## src/rtl/parallel_to_serial.sv

```systemverilog
// -----------------------------------------------------------------------------
// parallel_to_serial
// Transmit-side shift register: accepts a WIDTH-bit word over a valid/ready
// handshake and shifts it out MSB first, one bit per clock, with frame
// activity and last-bit flags for gap-free back-to-back streaming.
// All state updates on the falling edge of clk; rst is synchronous,
// active-low.
// Optional feature: define PARITY_EN to append an even-parity bit to every
// frame (frame length WIDTH+1 clocks).
// -----------------------------------------------------------------------------
module parallel_to_serial #(
    parameter int WIDTH = 4
) (
    input  logic             clk,
    input  logic             rst,
    input  logic [WIDTH-1:0] data_in,
    input  logic             load_valid,
    output logic             load_ready,
    output logic             serial_out,
    output logic             tx_active,
    output logic             tx_last
);

    localparam int CW = $clog2(WIDTH + 1);
    localparam logic [CW-1:0] LAST_IDX     = CW'(WIDTH - 1);
    localparam logic [CW-1:0] PRE_LAST_IDX = CW'(WIDTH - 2);

    typedef enum logic [1:0] {
        ST_IDLE   = 2'd0,
`ifdef PARITY_EN
        ST_SHIFT  = 2'd1,
        ST_PARITY = 2'd2
`else
        ST_SHIFT  = 2'd1
`endif
    } state_t;

`ifdef PARITY_EN
    // Even parity over the whole accepted word.
    function automatic logic even_parity(input logic [WIDTH-1:0] word);
        return ^word;
    endfunction
`endif

    state_t           state_r;
    state_t           state_s;
    logic [WIDTH-1:0] shreg_r;
    logic [WIDTH-1:0] shreg_s;
    logic [CW-1:0]    bit_cnt_r;
    logic [CW-1:0]    bit_cnt_s;
    logic             serial_out_r;
    logic             serial_out_s;
    logic             tx_active_r;
    logic             tx_active_s;
    logic             tx_last_r;
    logic             tx_last_s;
    logic             load_ready_s;
    logic             accept_s;
    logic             last_bit_s;
`ifdef PARITY_EN
    logic             parity_r;
    logic             parity_s;
`endif

    assign accept_s   = load_valid & load_ready_s & rst;
    assign last_bit_s = (bit_cnt_r == LAST_IDX);

    // State register, falling edge, synchronous active-low reset.
    always_ff @(negedge clk) begin
        if (!rst) begin
            state_r <= ST_IDLE;
        end else begin
            state_r <= state_s;
        end
    end

    // Next-state logic: a frame ends either in idle or, on accept, in a fresh
    // SHIFT frame with no gap.
    always_comb begin
        state_s = state_r;
        case (state_r)
            ST_IDLE: begin
                if (accept_s) begin
                    state_s = ST_SHIFT;
                end else begin
                    state_s = ST_IDLE;
                end
            end
            ST_SHIFT: begin
                if (!last_bit_s) begin
                    state_s = ST_SHIFT;
                end else begin
`ifdef PARITY_EN
                    state_s = ST_PARITY;
`else
                    state_s = accept_s ? ST_SHIFT : ST_IDLE;
`endif
                end
            end
`ifdef PARITY_EN
            ST_PARITY: begin
                if (accept_s) begin
                    state_s = ST_SHIFT;
                end else begin
                    state_s = ST_IDLE;
                end
            end
`endif
            default: begin
                state_s = ST_IDLE;
            end
        endcase
    end

    // Output logic: load_ready opens in idle and in the final bit period of a
    // frame so the next word can follow without an idle gap.
    always_comb begin
        load_ready_s = 1'b0;
        if (!rst) begin
            load_ready_s = 1'b0;
        end else begin
            case (state_r)
                ST_IDLE:   load_ready_s = 1'b1;
`ifdef PARITY_EN
                ST_SHIFT:  load_ready_s = 1'b0;
                ST_PARITY: load_ready_s = 1'b1;
`else
                ST_SHIFT:  load_ready_s = last_bit_s;
`endif
                default:   load_ready_s = 1'b0;
            endcase
        end
    end

    // Datapath next values: load on accept, otherwise shift, emit parity or
    // drop back to the idle line level.
    always_comb begin
        shreg_s      = shreg_r;
        bit_cnt_s    = bit_cnt_r;
        serial_out_s = serial_out_r;
        tx_active_s  = tx_active_r;
        tx_last_s    = tx_last_r;
`ifdef PARITY_EN
        parity_s     = parity_r;
`endif
        if (accept_s) begin
            shreg_s      = data_in;
            bit_cnt_s    = {CW{1'b0}};
            serial_out_s = data_in[WIDTH-1];
            tx_active_s  = 1'b1;
            tx_last_s    = 1'b0;
`ifdef PARITY_EN
            parity_s     = even_parity(data_in);
`endif
        end else begin
            case (state_r)
                ST_SHIFT: begin
                    if (!last_bit_s) begin
                        // Rotate so the next bit sits at the top; the bit
                        // wrapped into the LSB is never shown.
                        shreg_s      = {shreg_r[WIDTH-2:0], shreg_r[WIDTH-1]};
                        bit_cnt_s    = bit_cnt_r + {{(CW-1){1'b0}}, 1'b1};
                        serial_out_s = shreg_r[WIDTH-2];
                        tx_active_s  = 1'b1;
`ifdef PARITY_EN
                        tx_last_s    = 1'b0;
`else
                        tx_last_s    = (bit_cnt_r == PRE_LAST_IDX);
`endif
                    end else begin
`ifdef PARITY_EN
                        serial_out_s = parity_r;
                        tx_active_s  = 1'b1;
                        tx_last_s    = 1'b1;
`else
                        bit_cnt_s    = {CW{1'b0}};
                        serial_out_s = 1'b0;
                        tx_active_s  = 1'b0;
                        tx_last_s    = 1'b0;
`endif
                    end
                end
                default: begin
                    // Idle, or the parity bit just finished with no new word.
                    bit_cnt_s    = {CW{1'b0}};
                    serial_out_s = 1'b0;
                    tx_active_s  = 1'b0;
                    tx_last_s    = 1'b0;
                end
            endcase
        end
    end

    // Datapath and output registers, falling edge, synchronous reset.
    always_ff @(negedge clk) begin
        if (!rst) begin
            shreg_r      <= {WIDTH{1'b0}};
            bit_cnt_r    <= {CW{1'b0}};
            serial_out_r <= 1'b0;
            tx_active_r  <= 1'b0;
            tx_last_r    <= 1'b0;
`ifdef PARITY_EN
            parity_r     <= 1'b0;
`endif
        end else begin
            shreg_r      <= shreg_s;
            bit_cnt_r    <= bit_cnt_s;
            serial_out_r <= serial_out_s;
            tx_active_r  <= tx_active_s;
            tx_last_r    <= tx_last_s;
`ifdef PARITY_EN
            parity_r     <= parity_s;
`endif
        end
    end

    assign load_ready = load_ready_s;
    assign serial_out = serial_out_r;
    assign tx_active  = tx_active_r;
    assign tx_last    = tx_last_r;

endmodule

```

## config.mk

```make
export PLATFORM = sky130hd
export DESIGN_NAME = parallel_to_serial
export DESIGN_NICKNAME = d
export VERILOG_FILES = /design/src/rtl/parallel_to_serial.sv
export SDC_FILE = /design/constraint.sdc
export NUM_CORES = 1
export LEC_CHECK = 0
export ABC_AREA = 1
export ABC_CLOCK_PERIOD_IN_PS = 2900
export CORE_UTILIZATION = 30
export CTS_CLUSTER_DIAMETER = 100
export CTS_CLUSTER_SIZE = 30
export DETAILED_ROUTE_END_ITERATION = 8
export PLACE_DENSITY_LB_ADDON = 0.1
export SYNTH_ARGS = -nofsm -noshare
export SYNTH_HDL_FRONTEND = slang
export SYNTH_SLANG_ARGS = --single-unit
```

## constraint.sdc

```tcl
create_clock -name clk -period 2.9 [get_ports clk]
set_input_delay 0.725 -clock clk [delete_from_list [all_inputs] [get_ports clk]]
set_output_delay 0.725 -clock clk [all_outputs]
set_load 0.05 [all_outputs]
```

==> flow_summary_export.csv, run 1 <==
group,metric,value,unit
floorplanning,die_w,41.2,um
pwr,peakVddDrop,0.304,mV
cells_and_area,final_common_cell,"inv_1",
floorplanning,rows,13,
worst_setup_path,critPathLaunchType,"flop",
cells_and_area,final_cell_mix,"inv_1, nor2_1, nand2_1, buf_4, dfxtp_1",
route,post_drt_wl_per_cell,9.28,um
flow_run,max_cap_violations,0,
worst_setup_path,cp_max_fo,2,
yosys,synth-warning-count,0,
floorplanning,pin_count,11,
route,drc,0,
min_path,holdCritPathClass,"flop to flop",
cells_and_area,fin_nets,106,
placement,dp_cells,95,
cts,cts_tree,"built",
pwr,p_total,0.389,mW
cts,clock-sinks,11,
cts,cts-htree-levels,1,
sta,fin_worst_skew,7.72,ps
cells_and_area,final_cell_area,810,um^2
cells_and_area,drive_gt1_share,31.6,%
sta,worst_slew_pin_slew,152,ps
yosys,synth.cell_area,460,um^2
sta,postLayoutSetupSlackWorst,-574,ps
yosys,ys_types,11,
global_route,antenna_found_initial,0,
pwr,power.density,480,nW/um^2
floorplanning,fp.dieArea,1700,um^2
outcome,status,"complete, but fails checks",
route,drt-pass1-iter-count,4,
placement,io_buffers,10,
cts,clockBufferDepth,2,
global_route,grt_max_degree,8,
global_route,grtUsageTotal,15.2,%
cts,cts.clk_slew.worst_paths,30,ps
global_route,grt.overflow.total,0,
cts,numCtsBuffers,3,
yosys,syn-instance-count,61,
sta,rsz0062_at_grt,"yes",
floorplanning,start_util,33.7,%
cells_and_area,fill_cells,129,
route,ant_nets,0,
sta,hold_viol,0,
sta,max-slew-margin-rel,89.7,%
sta,final_max_slew_viol_count,0,
cts,cts-root-buf,"clkbuf_4",
outcome,violations,"setup timing",
sta,whs,493,ps
global_route,grt_pass1_vias,438,
yosys,ys_seq_elements,11,
placement,place_congestion,0.780,
yosys,seq_area_frac_synth,47.8,%
worst_setup_path,crit_arrival,2750,ps
route,num_vias,482,
yosys,syn_nets,71,
route,drt_wl_total,1020,um
route,drt_iter0_drc,15,
placement,place_area,724,um^2
global_route,grt_pass1_wl,1660,um
floorplanning,core_area,1370,um^2
cells_and_area,finalNonFillerCells,110,
worst_setup_path,cp.required,2170,ps
cells_and_area,area_growth,75.8,%
cts,clk_latency,330,ps
worst_setup_path,crit_type,"flop to output pin",
pwr,power.leakage,0.403,nW
route,vias_per_cell,4.38,
worst_setup_path,cp-end-kind,"output pin",
floorplanning,die_h,41.2,um
placement,dp_hpwl,718,um
cells_and_area,n_antenna_cell,0,
sta,setup_viol,4,
yosys,avgSynthCellArea,7.55,um^2
## layout make-up
cell class / count / area, um^2 / share of cell area [%]
Tap cell: 15 / 18.8 / 2.32
Timing Repair Buffer: 20 / 218 / 26.9
Clock inverter: 12 / 45.0 / 5.56
Multi-Input combinational cell: 39 / 239 / 29.5
Sequential cell: 11 / 226 / 28.0
Inverter: 10 / 40.0 / 4.95
Clock buffer: 3 / 22.5 / 2.78
## final timing paths
kind | from | end | slack, ps | depth (start not counted)
hold / removal | shreg_r[2] | serial_out | 490 | 2
setup reg to reg | bit_cnt_r[1] | bit_cnt_r[0] | 1530 | 10
setup / recovery | bit_cnt_r[1] | load_ready | -570 | 7
hold reg to reg | shreg_r[2] | serial_out | 490 | 2
## synthesized netlist by cell type
library cell  count  share of area [%]
a21oi_1           2                2.2
dfxtp_1          11                 48
ha_1              3                8.2
inv_1            10                8.2
inv_2             1               0.81
nand2_1          10                8.2
nand2_4           1                2.4
nand4_1           4                5.4
nor2_1           17                 14
o21ai_0           1                1.1
o21ai_2           1                1.9
## repair_timing
action                                  CTS  global route
gates resized for setup                   3             2
gates cloned                              0             0
endpoints found under the setup margin    8             8
setup buffers                             1             0
hold buffers                              0             0
pin swaps                                 4             2
## flip-flops by register name, summed over array words and instances (netlist names)
register and cells:
shreg_r 4, bit_cnt_r 3, serial_out 1, state_r 1, tx_active 1, tx_last 1
## cell families after synthesis
group,count (synthesis),synth area share (%)
AO/OA/AOI/OAI,4,5.16
adder cells (fa/ha/maj),3,8.15
buffers and inverters,11,8.97
flip-flops,11,47.8
AND/OR/NAND/NOR,32,29.9
## through the flow
step | util [%] | TNS [ps] | setup WS, ps
after CTS | 58.5 | -896 | -597
final | 59.2 | -763 | -574
after global placement | 53.0 | -3190 | -344
after floorplan | - | -330 | -330
after detailed placement | 53.0 | -3310 | -353
after global routing | 59.2 | -945 | -640
## metal layers
layer | vias up | track usage, % | part of all wire (%)
met3 | 0 | 8.15 | 6.8
li1 | 254 | - | -
met5 | - | 0 | 0
met4 | 0 | 12.1 | 0
met2 | 21 | 19.1 | 43
met1 | 207 | 18.6 | 50
## critical path, cell delays in order (launching register included)
cell and delay [ps]:
dfxtp_2 330, ha_4 160, ha_4 140, inv_2 50, nand2_4 50, inv_4 60, nor2_4 30, buf_12 140
## where the power goes
group / internal [mW] / switching [mW] / total [mW]
clock network: 0.0695 / 0.0875 / 0.157
registers: 0.160 / 0.00455 / 0.164
logic: 0.0344 / 0.0330 / 0.0675
No activity file was read; power rests on OpenSTA's default activity.
==> run 2: changes to the inputs <==
- ABC_CLOCK_PERIOD_IN_PS: 2900 -> 3650
- DONT_BUFFER_PORTS: default -> 1
- MAX_ROUTING_LAYER: default -> met4
- clock period: 2.9 -> 3.65 ns (I/O delays scaled with it)
==> run 2 against run 1 <==
The run still ends with setup timing left; worst setup slack better by 190 ps; sequential power is 21% lower; highest routed layer is now met4; global-route usage rose by 0.63 points.
==> flow_summary_export.csv, run 2 (synthesis results as in run 1) <==
group,metric,value,unit
outcome,status,"complete, but fails checks",
outcome,violations,"setup timing",
global_route,grtUsageTotal,15.8,%
cts,cts.clk_slew.worst_paths,40,ps
cells_and_area,final_cell_area,653,um^2
flow_run,max_cap_violations,0,
sta,setup_viol,1,
route,ant_nets,0,
cts,numCtsBuffers,3,
cells_and_area,top_regs,"shreg_r x4, bit_cnt_r x3",
global_route,grt.overflow.total,0,
floorplanning,rows,13,
placement,place_area,582,um^2
sta,postLayoutSetupSlackWorst,-383,ps
sta,whs,506,ps
cells_and_area,fin_nets,94,
cts,clockBufferDepth,2,
pwr,p_sw_share,32.5,%
cells_and_area,multi_input_area,231,um^2
cts,cts-htree-levels,1,
cells_and_area,post-route-util,47.8,%
route,drt_iter0_drc,11,
worst_setup_path,rrSetupSlack,2260,ps
pwr,p_sw,0.0946,mW
pwr,power.internal,0.196,mW
worst_setup_path,cp_max_fo,2,
cells_and_area,largest_register_ffs,4,
sta,fin_worst_skew,10.2,ps
min_path,holdCritPathClass,"flop to flop",
worst_setup_path,crit_type,"flop to output pin",
cells_and_area,n_antenna_cell,0,
pwr,p_comb_share,12.7,%
worst_setup_path,crit_arrival,3120,ps
floorplanning,start_util,33.7,%
route,drt_wl_total,940,um
cts,cts_repair_resize_count,0,
floorplanning,die_w,41.2,um
pwr,power.density,446,nW/um^2
route,vias_per_cell,4.38,
route,dr_wl_met3,97,um
worst_setup_path,timing.rr.start,"bit_cnt_r[0]",
placement,place_congestion,0.727,
pwr,p_total,0.291,mW
route,top_layer_used,"met4",
pwr,peakVddDrop,0.286,mV
sta,max-slew-margin-rel,85.9,%
cts,cts-root-buf,"clkbuf_4",
cells_and_area,fill_cells,154,
sta,rsz0062_at_grt,"yes",
floorplanning,core_area,1370,um^2
pwr,power.leakage,0.331,nW
cts,clk_latency,340,ps
global_route,grt_max_degree,9,
min_path,min_delay_path_depth,2,
cells_and_area,finalNonFillerCells,98,
route,num_vias,429,
route,drt-met1-wl,421,um
route,drt-pass1-iter-count,4,
cells_and_area,final_cell_mix,"inv_1, nor2_1, nand2_1",
cells_and_area,largest-register,"shreg_r",
placement,io_buffers,0,
worst_setup_path,worstRegToRegCells,9,
cts,cts_tree,"built",
min_path,hold_path_startpoint,"shreg_r[2]",
cells_and_area,final-seq-area,223,um^2
placement,dp_hpwl,638,um
cells_and_area,area_growth,41.8,%
pwr,pwr-share-clk,43.0,%
floorplanning,fp.dieArea,1700,um^2
floorplanning,die_h,41.2,um
route,post_drt_wl_per_cell,9.59,um
route,wl_met2,408,um
cts,hold_buffers,0,
worst_setup_path,critPathLaunchType,"flop",
cells_and_area,drive_gt1_share,25.3,%
sta,worst_slew_pin_slew,211,ps
global_route,grt_pass1_vias,416,
floorplanning,pin_count,11,
placement,dp_cells,83,
worst_setup_path,cp.required,2740,ps
worst_setup_path,cp-end-kind,"output pin",
cells_and_area,final_common_cell,"inv_1",
pwr,seqPwrFrac,44.4,%
sta,hold_viol,0,
route,drc,0,
cts,clock-sinks,11,
min_path,hold_end,"serial_out",
global_route,grt_pass1_wl,1570,um
worst_setup_path,worstReg2RegEnd,"serial_out",
sta,setup_tns,-383,ps
sta,final_max_slew_viol_count,0,
global_route,antenna_found_initial,0,
placement,dp_slack,-80.1,ps
run 2: cell types whose count changed in the layout (fill, tap and decap cells not counted), sizes merged:
| cell | previous run | this run |
|---|---|---|
| buf | 14 | 8 |
| clkdlybuf4s50 | 5 | 0 |
| dlymetal6s2s | 1 | 0 |
run 2: power groups by stage:
stage          clock, mW  sequential (mW)  combinational [mW]
6_report           0.125            0.129              0.0369
5_1_grt            0.148            0.129              0.0408
4_1_cts            0.136            0.129              0.0371
3_5_place_dp      0.0202            0.131              0.0355
3_3_place_gp      0.0202            0.131              0.0358
2_1_floorplan     0.0202            0.135              0.0188
run 2: cell type report:
class	instances	area share, %
clock inverters	12	6.90
well taps	15	2.87
flip-flops and latches	11	34.1
inverters	10	6.13
repair buffers	8	11.1
multi-input cells	39	35.4
clock buffers	3	3.45
run 2: worst max-delay path by stage:
| stage | from | end | slack, ps | cells after the start |
|---|---|---|---|---|
| after global routing | bit_cnt_r[1] | load_ready | -440 | 7 |
| after global placement | bit_cnt_r[1] | load_ready | -70 | 7 |
| after floorplan | bit_cnt_r[1] | load_ready | -140 | 6 |
| after CTS | bit_cnt_r[0] | load_ready | -410 | 7 |
| after detailed placement | bit_cnt_r[1] | load_ready | -80 | 7 |
| final | bit_cnt_r[0] | load_ready | -380 | 7 |
run 2: critical path, stage by stage (launching register included):
cell	delay, ps
dfxtp_2	320
ha_4	160
ha_4	140
inv_2	60
nand2_4	50
inv_4	60
nor2_4	30
buf_12	140
run 2: repair_timing:
| action | CTS | global route |
|---|---|---|
| buffers inserted | 1 | 0 |
| setup endpoints to repair | 1 | 1 |
| pin swaps | 4 | 0 |
run 2: per-layer routing:
| metal | up-vias | track usage (%) |
|---|---|---|
| li1 | 231 | - |
| met1 | 182 | 15.9 |
| met2 | 14 | 18.8 |
| met3 | 2 | 12.5 |
| met4 | 0 | 14.5 |
| met5 | - | - |
